===== src/rtl/prienc_drain.sv =====
// Sequential priority encoder: latches a request vector and drains its set-bit indices, highest first.
// Optional zero-vector beat enabled by defining PRIENC_ZERO_BEAT_EN.
module prienc_drain #(
  parameter int WIDTH = 8,
  parameter int IDX_W = 3
) (
  input  logic             clk,
  input  logic             rst,
  input  logic             in_valid,
  output logic             in_ready,
  input  logic [WIDTH-1:0] in_data,
  output logic             out_valid,
  input  logic             out_ready,
  output logic [IDX_W-1:0] out_idx,
  output logic             out_last,
  output logic             out_zero,
  output logic             busy
);

`ifdef PRIENC_ZERO_BEAT_EN
  localparam bit ZERO_BEAT = 1'b1;
`else
  localparam bit ZERO_BEAT = 1'b0;
`endif

  typedef enum logic {IDLE, DRAIN} state_t;

  state_t           state, state_nxt;
  logic [WIDTH-1:0] pend, pend_nxt;
  logic             accept, beat, zero_nxt;

  function automatic logic [IDX_W-1:0] msb_idx(input logic [WIDTH-1:0] v);
    msb_idx = '0;
    for (int i = 0; i < WIDTH; i++)
      if (v[i]) msb_idx = IDX_W'(i);
  endfunction

  function automatic logic one_hot(input logic [WIDTH-1:0] v);
    one_hot = (v != '0) && ((v & (v - WIDTH'(1))) == '0);
  endfunction

  assign beat     = out_valid && out_ready;
  // Closing the final beat frees the block in the same cycle, so vectors stream without a bubble.
  assign in_ready = !rst && ((state == IDLE) || (beat && out_last));
  assign accept   = in_valid && in_ready;
  assign busy     = (state == DRAIN);

  always_comb begin
    // NOTE: every variable gets a default first so no path leaves it unassigned (no latch).
    pend_nxt  = pend;
    state_nxt = state;
    if (beat) begin
      pend_nxt = pend & ~(WIDTH'(1) << out_idx);
      if (out_last) state_nxt = IDLE;
    end
    if (accept) begin
      pend_nxt  = in_data;
      state_nxt = ((in_data != '0) || ZERO_BEAT) ? DRAIN : IDLE;
    end
    // An empty pend while draining can only be the zero-vector beat.
    zero_nxt = ZERO_BEAT && (state_nxt == DRAIN) && (pend_nxt == '0);
  end

  // Outputs are derived from the next pend so they are registered alongside it.
  always_ff @(posedge clk) begin
    // NOTE: non-blocking assignments so every flop updates from pre-edge values.
    if (rst) begin
      state     <= IDLE;
      pend      <= '0;
      out_valid <= 1'b0;
      out_idx   <= '0;
      out_last  <= 1'b0;
      out_zero  <= 1'b0;
    end else begin
      state     <= state_nxt;
      pend      <= pend_nxt;
      out_valid <= (state_nxt == DRAIN);
      out_idx   <= msb_idx(pend_nxt);
      out_last  <= (state_nxt == DRAIN) && (one_hot(pend_nxt) || zero_nxt);
      out_zero  <= zero_nxt;
    end
  end

endmodule


===== config.mk =====
export PLATFORM = sky130hd
export DESIGN_NAME = prienc_drain
export DESIGN_NICKNAME = d
export VERILOG_FILES = /design/src/rtl/prienc_drain.sv
export SDC_FILE = /design/constraint.sdc
export NUM_CORES = 1
export LEC_CHECK = 0
export BUFFER_PORTS_ARGS = -buffer_cell sky130_fd_sc_hd__buf_2
export CORE_MARGIN = 4
export CORE_UTILIZATION = 51
export DETAILED_ROUTE_END_ITERATION = 8
export GPL_ROUTABILITY_DRIVEN = 0
export GPL_TIMING_DRIVEN = 0
export PLACE_DENSITY = 0.75
export SYNTH_ARGS = -nofsm -noshare
export SYNTH_HDL_FRONTEND = slang
export SYNTH_SLANG_ARGS = --single-unit

===== constraint.sdc =====
create_clock -name clk -period 2.2 [get_ports clk]
set_clock_uncertainty 0.15 [all_clocks]
set_input_delay 0.55 -clock clk [delete_from_list [all_inputs] [get_ports clk]]
set_output_delay 0.55 -clock clk [all_outputs]
set_load 0.005 [all_outputs]

* Word level (Yosys, flattened, before mapping)
Index checks and enable logic that the tools add are counted.
** Word-level totals
- Output and inout port bits :: 8
- Logic and storage cells :: 34
- Flip-flop bits (word level) :: 13
- Input port bits :: 12
** Operators by class
- Reductions and logical operators :: 11
- Mux-type cells :: 13
- Shift-type cells :: 1
- Bitwise operators :: 4
- $add $sub $neg :: 1
** Operators by type and width (count)
- $mux W3 :: 6
- $and A8 B8 Y8 :: 2
- $mux W8 :: 2
- $reduce_bool A8 Y1 :: 2
- $logic_not A8 Y1 :: 1
- $not A8 Y8 :: 1
- $shl A1 B3 Y8 const A :: 1
- $sub A8 B1 Y8 const B :: 1
- $logic_and A1 B1 Y1 :: 6
- $mux W1 :: 5
- $logic_not A1 Y1 :: 1
- $logic_or A1 B1 Y1 :: 1
- $not A1 Y1 :: 1

* Depth between registers and ports, before layout
- Depth after elaboration :: 13
- Mapped depth :: 7
- Depth with buffers taken out :: 6

* Worst setup path before layout
No wires, ideal clock.
- Path kind :: input to register
- Start :: input port out_ready
- End :: register out_last
- Path slack :: 203 ps
- Arrival :: 1758 ps
- Buffers on the path :: 0
- Cell stages on the path :: 6
- Cells stage by stage :: a21bo_2 -> nand3_4 -> mux2i_2 -> o211a_4 -> nand3_2 -> a311oi_2
** On the way
- Longest elaborated chain between the ends :: 11
- Elaborated cells on any way between the ends :: 15
- Classes of those cells :: add/sub: 1; mux: 4; bitwise: 1; reduce/logical: 9
** RTL lines
- from (decl) :: line 13 : input logic out_ready,
- $logic_and A1 B1 Y1 (*) :: line 42 : assign beat = out_valid && out_ready;
- $logic_and A1 B1 Y1 :: line 44 : assign in_ready = !rst && ((state == IDLE) || (beat && out_last));
- $logic_or A1 B1 Y1 :: line 44
- $logic_and A1 B1 Y1 :: line 44
- $logic_and A1 B1 Y1 :: line 45 : assign accept = in_valid && in_ready;
- $mux W8 :: line 56 : if (accept) begin
- $sub A8 B1 Y8 :: line 39 : one_hot = (v != '0) && ((v & (v - WIDTH'(1))) == '0);
- $and A8 B8 Y8 :: line 39
- $logic_not A8 Y1 :: line 39
- $logic_and A1 B1 Y1 :: line 39
- $logic_and A1 B1 Y1 (*) :: line 79 : out_last <= (state_nxt == DRAIN) && (one_hot(pend_nxt) || zero_nxt);
- to (signal assigned) :: line 79
- to (decl) :: line 15 : output logic out_last,
Every way passes the cells marked *; elsewhere a longest branch is shown, timed or not.
A chain may end at the register's enable or synchronous reset.

* Worst setup path after layout
- Start :: register state (netlist: busy)
- End :: register out_last
** On the way
- Longest elaborated chain between the ends :: 11
- Elaborated cells on any way between the ends :: 17
- Classes of those cells :: add/sub: 1; mux: 5; bitwise: 2; reduce/logical: 9
** RTL lines
- from (decl) :: line 28 : state_t state, state_nxt;
- from (signal assigned) :: line 75 : state <= state_nxt;
- $logic_and A1 B1 Y1 (2 in a row)
- $logic_or A1 B1 Y1 :: line 44
- $logic_and A1 B1 Y1 :: line 44
- $logic_and A1 B1 Y1 :: line 45
- $mux W8 :: line 56
- $sub A8 B1 Y8 :: line 39
- $and A8 B8 Y8 :: line 39
- $logic_not A8 Y1 :: line 39
- $logic_and A1 B1 Y1 :: line 39
- $logic_and A1 B1 Y1 (*) :: line 79
Marks and branches as above.

==> impl_metrics.ini <==
[outcome]
status = finished clean

[critical_path]
worstPathCellList = a21bo_2, nand3_4, mux2i_4, o211a_4, nand3_2, a311oi_2
required_ns = 2.24
crit_slowest_cell = dfxtp_1
end_kind = flop
critPathLaunchType = flop
cp.arrival_ns = 2.07
critPathKind = reg -> reg
slowest_delay_ns = 0.45
worstPathMaxFanout = 10

[grt]
grt-ovfl-total = 0
grt_antenna_before_repair = 0
grt_usage_pct = 19.03
grt_pass1_wl_um = 2987
grt_max_degree = 11
grt_pass1_vias = 699

[pwr]
p_leak_nw = 0.4228
power.density_mw_per_mm2 = 602.9
peakVddDrop_mv = 0.3105

[floorplanning]
die-height_um = 47.97
die_w_um = 47.97
io-pin-count = 20
core_area_mm2 = 0.001506
die_area_mm2 = 0.002301
fp-row-count = 14
initial_core_util_pct = 54.07

[logic_synthesis]
synth.most_common_cell = nor2_1
yosysWarningCount = 0
syn_nets = 108
seq_area_frac_synth_pct = 31.95
post-synth-top-area-fraction_pct = 31.95
synth_area_per_cell_um2 = 8.485
ys_ff_latch = 13
synth_edf_count = 0
ys.flop_type = dfxtp_1
synthCells = 96
netlist_area_um2 = 814.5
yosys-top-cells-area = dfxtp_1 32%, nor2_1 7.8%, a21oi_1 3.7%
yosysUniqueCellTypes = 43
async_flop_share_pct = 0
synthTopCellsByCount = 17 x nor2_1, 13 x dfxtp_1, 6 x a21oi_1, 6 x nand2_1, 4 x o21a_1
yosys.area.top_type = dfxtp_1

[sta]
layout_min_cycle_time_ns = 2.034
rsz0062_at_grt = false
fin_crit_sh_pct = 92.47
report.final.hold_viol_count = 0
slew_violations = 0
final-setup-viol-count = 0
hold_slack_ns = 0.3436
fmax_ghz = 0.4916
fin_ws_ns = 0.1657

[clock_tree]
clkSinkCount = 13
clk-insertion-delay-late_ns = 0.28
clockBufferDepth = 2
h-tree-depth = 1
ctsHoldBuffers = 0
cts_buffers = 3
clkTransAtPathRegs_ns = 0.07
cts_setup_buffers = 0
cts_root_buf = clkbuf_4
tritoncts = done

[route]
antenna_left = 0
wl_per_cell_um = 14.00
drt_wl_total_um = 1876
drc_errors = 0
drtIter0Drc = 18
vias = 767
drt_pass1_iterations = 4
vias_per_cell = 5.724

[finish]
layout-drive-gt1-share_pct = 29.66
diodes = 0
fill_cells = 143
layout.nets = 131
area_growth_pct = 17.82

[min_path]
min_path_type = in -> reg

[placed_design]
dp_slack_ns = -0.07836
port_buffers = 18
dp_hpwl_um = 1519

[flow_run]
drv_cap = 0
[metal layers]
| metal | global-route usage (%) | wire, um | vias to the layer above |
|---|---|---|---|
| met4 | 6.452 | 27 | 0 |
| met3 | 3.383 | 80 | 4 |
| met2 | 34.83 | 982 | 14 |
| li1 | - | - | 387 |
| met5 | 0 | 0 | - |
| met1 | 21.88 | 786 | 362 |
[cells in the final DEF (no fill, tap or decap), types with 3 or more instances in the layout]
cell type  count
buf_2         19
nor2_1        17
dfxtp_1       13
a21oi_1        6
nand2_1        6
o21a_1         4
inv_1          3
o21ai_0        3
mux2i_1        3
nand3_1        3
clkbuf_4       3
[power breakdown]
part | internal [mW] | leakage, nW | switching, mW
Combinational | 0.0756 | 0.301 | 0.0814
Clock | 0.0703 | 0.0150 | 0.0821
Sequential | 0.252 | 0.107 | 0.0167
Total | 0.398 | 0.423 | 0.180
[area by class of cell]
cell class,instances,area [um2],share of cell area (%)
Sequential cell,13,260.3,27.12
Buffer,4,23.77,2.477
Clock buffer,4,26.28,2.738
Timing Repair Buffer,18,90.09,9.387
Inverter,3,11.26,1.173
Tap cell,16,20.02,2.086
Multi-Input combinational cell,76,528.0,55.02
[final timing paths]
kind,from,endpoint,slack (ns),depth (start not counted)
max,busy,out_last,0.17,6
min,rst,pend[7],0.34,2
max reg2reg,busy,out_last,0.17,6
min reg2reg,pend[7],pend[7],0.53,4
[flip-flops by register name (all words and copies together) (netlist names)]
register / cells
pend: 8
out_idx: 3
busy: 1
out_last: 1
[repair_timing]
action | CTS | global route
endpoints found under the hold margin | 0 | 0
resized for setup | 0 | 1
setup endpoints to repair | 0 | 1
[through the flow]
stage               instances  total power, mW  util, %  TNS, ns  area, um2
detailed placement        130           0.4281    61.38  -0.1479      924.6
CTS                       134           0.5763    63.12        0      950.9
floorplan                  96           0.3782        -        0      814.5
global placement          130           0.4238    61.38  -0.1173      924.6
global route              134           0.6176    63.70        0      959.7
finish                    134           0.5786    63.70        0      959.7
[worst max-delay path, delay by kind of cell (launching register included)]
kind	cells	cell delay, ns
flip-flops	1	0.45
AND/OR/NAND/NOR	2	0.26
multiplexers	1	0.34
AO/OA/AOI/OAI	3	0.74
[logic make-up (layout without fill, tap and decap cells)]
logic type	count (synthesis)	after routing	synth area share, %
AO/OA/AOI/OAI	28	28	25.66
XOR/XNOR	2	2	2.151
buffers and inverters	7	29	4.299
flip-flops	13	13	31.95
multiplexers	7	7	10.91
other	1	1	0.4604
AND/OR/NAND/NOR	38	38	24.58
Power figures use the tool's default switching activity.
